[config.mk]
export PLATFORM = sky130hd
export DESIGN_NAME = fifo_control
export DESIGN_NICKNAME = d
export VERILOG_FILES = /design/src/rtl/fifo_control.sv
export SDC_FILE = /design/constraint.sdc
export NUM_CORES = 1
export LEC_CHECK = 0
export CAP_MARGIN = 0
export CORE_MARGIN = 3
export CORE_UTILIZATION = 35
export CTS_CLUSTER_DIAMETER = 150
export DETAILED_ROUTE_END_ITERATION = 7
export GPL_TIMING_DRIVEN = 0
export PLACE_DENSITY_LB_ADDON = 0.2
export RECOVER_POWER = 100
export SLEW_MARGIN = 10
export SYNTH_ARGS = -nofsm -noshare
export SYNTH_HDL_FRONTEND = slang
export SYNTH_SLANG_ARGS = --single-unit
[constraint.sdc]
create_clock -name clk -period 3.8 [get_ports clk]
set_input_delay 1.14 -clock clk [delete_from_list [all_inputs] [get_ports clk]]
set_output_delay 1.14 -clock clk [all_outputs]
set_load 0.02 [all_outputs]
[src/rtl/fifo_control.sv]
// rtl/fifo_control.sv - Pointer, occupancy and status control for an 8-deep single-clock FIFO
//
// Drives an external 8-word synchronous memory.
// The memory returns read data one cycle after the read strobe.
//
// Parameters
//   BITNUMBER  data word width
//   LENGTH     memory depth in words (pointers are 3 bits)
//   AF_THRESH  almost_full when count >= AF_THRESH
//   AE_THRESH  almost_empty when count <= AE_THRESH
//
// Ports
//   clk           single clock, rising edge
//   reset         synchronous, active-low
//   push          upstream write request
//   push_data     upstream write word
//   pop           downstream read request
//   mem_rdata     memory data_out
//   write         memory write strobe (combinational)
//   read          memory read strobe (combinational)
//   ptr_write     memory write address
//   ptr_read      memory read address
//   mem_wdata     memory data_in (passthrough of push_data)
//   pop_data      read word, zero unless pop_valid
//   pop_valid     pop_data valid, one cycle after read
//   count         occupancy 0..8
//   full          status flag
//   empty         status flag
//   almost_full   status flag
//   almost_empty  status flag
//   overflow      sticky error flag: push seen while full
//   underflow     sticky error flag: pop seen while empty
module fifo_control #(
    parameter int BITNUMBER = 10,
    parameter int LENGTH    = 8,
    parameter int AF_THRESH = 6,
    parameter int AE_THRESH = 2
) (
    input  logic                 clk,
    input  logic                 reset,
    input  logic                 push,
    input  logic [BITNUMBER-1:0] push_data,
    input  logic                 pop,
    input  logic [BITNUMBER-1:0] mem_rdata,
    output logic                 write,
    output logic                 read,
    output logic [2:0]           ptr_write,
    output logic [2:0]           ptr_read,
    output logic [BITNUMBER-1:0] mem_wdata,
    output logic [BITNUMBER-1:0] pop_data,
    output logic                 pop_valid,
    output logic [3:0]           count,
    output logic                 full,
    output logic                 empty,
    output logic                 almost_full,
    output logic                 almost_empty,
    output logic                 overflow,
    output logic                 underflow
);

    typedef enum logic [1:0] {
        ST_EMPTY   = 2'd0,
        ST_PARTIAL = 2'd1,
        ST_FULL    = 2'd2
    } state_t;

    localparam logic [3:0] DEPTH  = 4'(LENGTH);
    localparam logic [3:0] AF_LVL = 4'(AF_THRESH);
    localparam logic [3:0] AE_LVL = 4'(AE_THRESH);

    state_t     state;
    state_t     state_next;
    logic [3:0] count_next;

    // Strobes are gated by reset so the memory is never touched while reset is held.
    assign write     = push & ~full & reset;
    assign read      = pop & ~empty & reset;
    assign mem_wdata = push_data;

    assign empty        = (state == ST_EMPTY);
    assign full         = (state == ST_FULL);
    assign almost_full  = (count >= AF_LVL);
    assign almost_empty = (count <= AE_LVL);

    assign pop_data = pop_valid ? mem_rdata : '0;

    always_comb begin
        count_next = count;
        case ({write, read})
            2'b10:   count_next = count + 4'd1;
            2'b01:   count_next = count - 4'd1;
            default: count_next = count;
        endcase
    end

    // Only a lone write or lone read moves the state out of PARTIAL; a
    // simultaneous write and read leaves occupancy unchanged.
    always_comb begin
        state_next = state;
        case (state)
            ST_EMPTY: begin
                if (write) state_next = ST_PARTIAL;
            end
            ST_PARTIAL: begin
                if (write && !read && count_next == DEPTH)
                    state_next = ST_FULL;
                else if (read && !write && count_next == 4'd0)
                    state_next = ST_EMPTY;
            end
            ST_FULL: begin
                if (read) state_next = ST_PARTIAL;
            end
            default: state_next = ST_EMPTY;
        endcase
    end

    always_ff @(posedge clk) begin
        if (!reset) begin
            state     <= ST_EMPTY;
            count     <= 4'd0;
            ptr_write <= 3'd0;
            ptr_read  <= 3'd0;
            pop_valid <= 1'b0;
            overflow  <= 1'b0;
            underflow <= 1'b0;
        end else begin
            state     <= state_next;
            count     <= count_next;
            // 3-bit pointers wrap 7 -> 0 naturally.
            if (write) ptr_write <= ptr_write + 3'd1;
            if (read)  ptr_read  <= ptr_read + 3'd1;
            pop_valid <= read;
            overflow  <= overflow | (push & full);
            underflow <= underflow | (pop & empty);
        end
    end

endmodule
* After elaboration in Yosys (flattened, before gate mapping)
Cells that the tools add are included.
** Storage, ports and cells
- Output and inout port bits :: 39
- Bits in registers :: 15
- Input port bits :: 24
** Cells by class
- Add/sub/neg operators :: 4
- Magnitude comparators :: 2
- Multiplexer cells :: 7
- Bitwise logic cells :: 10
- Equality and inequality tests :: 8
- Reductions and logical operators :: 9
** Operators by type and width (count)
- 10-bit two-way mux :: 1
- 2-bit two-way mux :: 4
- 4-bit one-hot mux with 2 select lines :: 1
- 3-bit by 1-bit adder with 3-bit output, second input constant :: 2
- 1-bit bitwise AND :: 6
- 2-bit one-hot mux with 3 select lines :: 1
- 4-bit by 1-bit adder with 4-bit output, second input constant :: 1
- 2-bit by 1-bit == test with 1-bit output, second input constant :: 2
- 2-bit == test, second input constant :: 2
- 4-bit == test, second input constant :: 1
- 4-bit by 3-bit greater-or-equal comparator with 1-bit output, second input constant :: 1
- 4-bit by 2-bit <= comparator with 1-bit output, second input constant :: 1
- 1-bit logical AND :: 4
- 4-bit logical NOT :: 1
- 2-bit inequality test, second input constant :: 2
- 4-bit by 1-bit subtractor with 4-bit output, second input constant :: 1
- 3-bit inequality test, second input constant :: 1
- 3-bit AND reduction :: 1
- 1-bit logical NOT :: 2
- 2-bit logical NOT :: 1
- 1-bit NOT :: 2
- 1-bit bitwise OR :: 2

* Longest topological paths before layout
- Word-level depth :: 11
- Gate-level depth with buffers :: 11

* Worst setup path before layout
No wires, ideal clock.
- Path kind :: input-to-reg
- Start :: in push
- End :: reg state[1]
- Buffers on the path :: 0
- Arrival time :: 3.216 ns
- Data required time :: 3.683 ns
- Path slack :: 0.467 ns
- Cell stages on the path :: 11
- Cell sequence :: nand2_1 > nor2_1 > inv_1 > ha_1 > xor2_1 > ha_1 > a21oi_1 > mux2i_1 > xnor2_1 > a211oi_2 > a32o_2
** On the way
- Cells in the longest elaborated chain, start to end :: 8
- Elaborated cells on any way between the ends :: 17
- Classes of those cells :: eq/ne: 5; mux: 3; bitwise: 2; reduce/logical: 7
** Ends and longest elaborated chain
- start: declaration :: line 41 : input logic push,
- 1-bit bitwise AND * (2 in a row) :: line 76 : assign write = push & ~full & reset;
- named net write :: line 45 : output logic write,
- 2-bit by 1-bit == test with 1-bit output or 2-bit == test (tied branches) :: line 89 : case ({write, read})
- 4-bit one-hot mux with 2 select lines :: line 89
- 4-bit == test or 4-bit logical NOT (tied branches) :: line 105, 107
- 1-bit logical AND, on equally long branches :: line 105, 107
- 3-bit inequality test (no source line) or 2-bit two-way mux (tied branches)
- 3-bit AND reduction (no source line) or 2-bit one-hot mux with 3 select lines (tied branches)
- end signal: assignment :: line 127 : state <= state_next;
- end: declaration :: line 71 : state_t state;
The timed path passes the listed nets; every way through them passes the cells marked *.
A chain may end at the register's enable or synchronous reset.

* Worst setup path in the final report
- Start :: in reset
- End :: out read
** On the way
- Cells in the longest elaborated chain, start to end :: 1
** Ends and longest elaborated chain
- start: declaration :: line 40 : input logic reset,
- 1-bit bitwise AND :: line 77 : assign read = pop & ~empty & reset;
- end: declaration :: line 46 : output logic read,
No other way between the ends.

==> summary.txt <==
Seq cells post-synth = 15
hpwl dp = 1.95 mm
layout cells sized above 1 = 0.136
Critical-path top delay cell = clkdlybuf4s50_1
P per Cell Area = 254 mW/mm²
vias in the first global route = 858
Mapped Avg Cell Area = 8.67 µm²
P_leak = 0.000753 µW
WP data arrival = 2.55 ns
slew margin rel. = 0.703
critical path fanouts, max = 8
crit path cell chain = clkdlybuf4s50_1 -> inv_1 -> nor3_4 -> dlygate4sd2_1
total power = 396 µW
WS Path Type = in -> out
largest net degree at the start of global routing = 12
wire per inst = 12.1 µm
ys async rst share = 0
final hold vios = 0
clock-pin slew on the worst setup and hold paths = 0.09 ns
Area growth, synth to finish = 63.6%
DRC = 0
via count = 948
worst-margin pin slew = 0.446 ns
YS warnings = 0
initial drt markers = 10
Post-synth EDFFs = 0
Hold-fix buffers, CTS = 0
DP Cell Count = 192
commonest non-fill, non-tap cell in the layout = dlygate4sd3_1
WL final = 2.40 mm
initial core utilization = 0.378
first-pass GRT wire length = 3.62 mm
GRT Util Overall = 0.133
core region area = 0.00252 mm²
# Max-Cap Violations = 0
# IOs = 63
clock latency on the worst-skew pair = 0.28 ns
Yosys top cell by area = dfxtp_1
Non-Filler Instances = 199
Hold Worst Slack = 0.481 ns
Data required, critical path = 2.66 ns
CTS Buf Count = 3
die width = 58.2 µm
Via-to-Cell Ratio = 4.76
Mapped Cells = 110
port buffer count = 52
largest cells by area after synthesis = dfxtp_1, buf_4, ha_1
die height = 58.2 µm
DRT Pass-1 Iters = 3
sequential fraction of the synthesis area = 0.315
die footprint = 0.00339 mm²
Hold Crit Class = reg -> reg
max-slew violations = 0
RSZ-0062 raised after global routing = false
post-route antenna net violation count = 0
initial antenna violation count = 0
Startpoint Class = input port
outcome = completed
Synth Flop Type = dfxtp_1
Max stage delay on crit path = 0.63 ns
RePlAce Congestion = 0.713
most frequent cells in the layout = dlygate4sd3_1, dfxtp_1, buf_4, clkdlybuf4s50_1, and2_1
post-synth cell types = 33
worst IR drop on VDD = 0.000240 V
Finish-stage setup viols = 0
Std-Cell Rows = 18
clock buffer depth = 2
diodes inserted = 0
max frequency = 271 MHz
Final #Nets = 200
synthesized area = 953 µm²
synthesized net count = 140
Clock Skews = 0.00297 ns
minimum clock period = 3.69 ns
Final Cycle Share = 0.972
CTS tree = built
Fillers = 236
root buffer cell = clkbuf_4
area share of the largest cell type after synthesis = 0.315
clock sinks = 15
grt ovf = 0
Worst Setup End Kind = output pin
H-tree depth = 1
## critical path: cells and delay by family
family / cells / cell delay (ns)
buffers and inverters: 3 / 1.15
AND/OR/NAND/NOR: 1 / 0.26
## report_power, final
group | leakage, µW | switching (µW) | total (µW) | internal, µW
combinational | 0.000616 | 64.1 | 131 | 66.8
clock | 0.0000150 | 50.0 | 90.7 | 40.7
sequential | 0.000122 | 8.82 | 175 | 166
total | 0.000753 | 123 | 396 | 273
## final timing paths
check,startpoint,endpoint,slack [ns],cells after the start
setup / recovery,reset,read,0.11,4
hold / removal,overflow,overflow,0.48,2
setup reg to reg,state[1],state[1],1.24,11
hold reg to reg,overflow,overflow,0.48,2
## cell usage after synthesis (2+ instances only)
master,number
a211oi_2,2
a21o_1,2
a21oi_1,4
and2_1,11
and3_1,2
buf_4,11
dfxtp_1,15
ha_1,6
inv_1,3
mux2i_1,3
nand2_1,8
nand2b_1,2
nor2_1,10
nor2b_1,4
nor3_1,2
o21ai_1,3
xnor2_1,4
xor2_1,3
## what timing repair did
action	CTS	global route
buffers inserted	0	3
setup endpoints to repair	2	1
gates resized for setup	3	0
pin swaps	0	1
hold endpoints to repair	0	0
## layout make-up
| type | instances | area, µm² | area share |
|---|---|---|---|
| inverter | 4 | 15.0 | 0.00962 |
| multi-input combinational | 78 | 543 | 0.348 |
| tap | 30 | 37.5 | 0.0241 |
| sequential | 15 | 300 | 0.192 |
| buffer | 13 | 97.6 | 0.0625 |
| timing repair buffer | 55 | 541 | 0.346 |
| clock buffer | 4 | 26.3 | 0.0168 |
## flip-flops by register name, indices dropped and copies added, names as in the netlist
| register | cells |
|---|---|
| count | 4 |
| overflow | 1 |
| pop_valid | 1 |
| ptr_read | 3 |
| ptr_write | 3 |
| state | 2 |
| underflow | 1 |
## kinds of logic after synthesis
logic type	synth area share
adders and majority gates	0.0787
and+or+nand+nor	0.264
AOI/OAI and AO/OA	0.129
xor gates and xnor gates	0.0643
DFF	0.315
buffers and inverters	0.118
muxes	0.0315
## per-stage QoR
step	TNS [ns]	worst slack (ns)	instance area, µm²	utilization
2_1_floorplan	0	0.467	953	-
3_3_place_gp	-0.857	-0.280	1510	0.599
3_5_place_dp	-1.14	-0.287	1510	0.599
4_1_cts	0	0.00994	1540	0.610
5_1_grt	0	0.0301	1560	0.619
6_report	0	0.106	1560	0.619
## routing by layer
layer,GRT usage,vias up,routed length (µm)
met4,0.0364,0,17
met3,0.0468,2,317
met2,0.245,53,1090
li1,-,478,-
met5,0,-,0
met1,0.142,415,972
No activity file was read; power rests on OpenSTA's default activity.
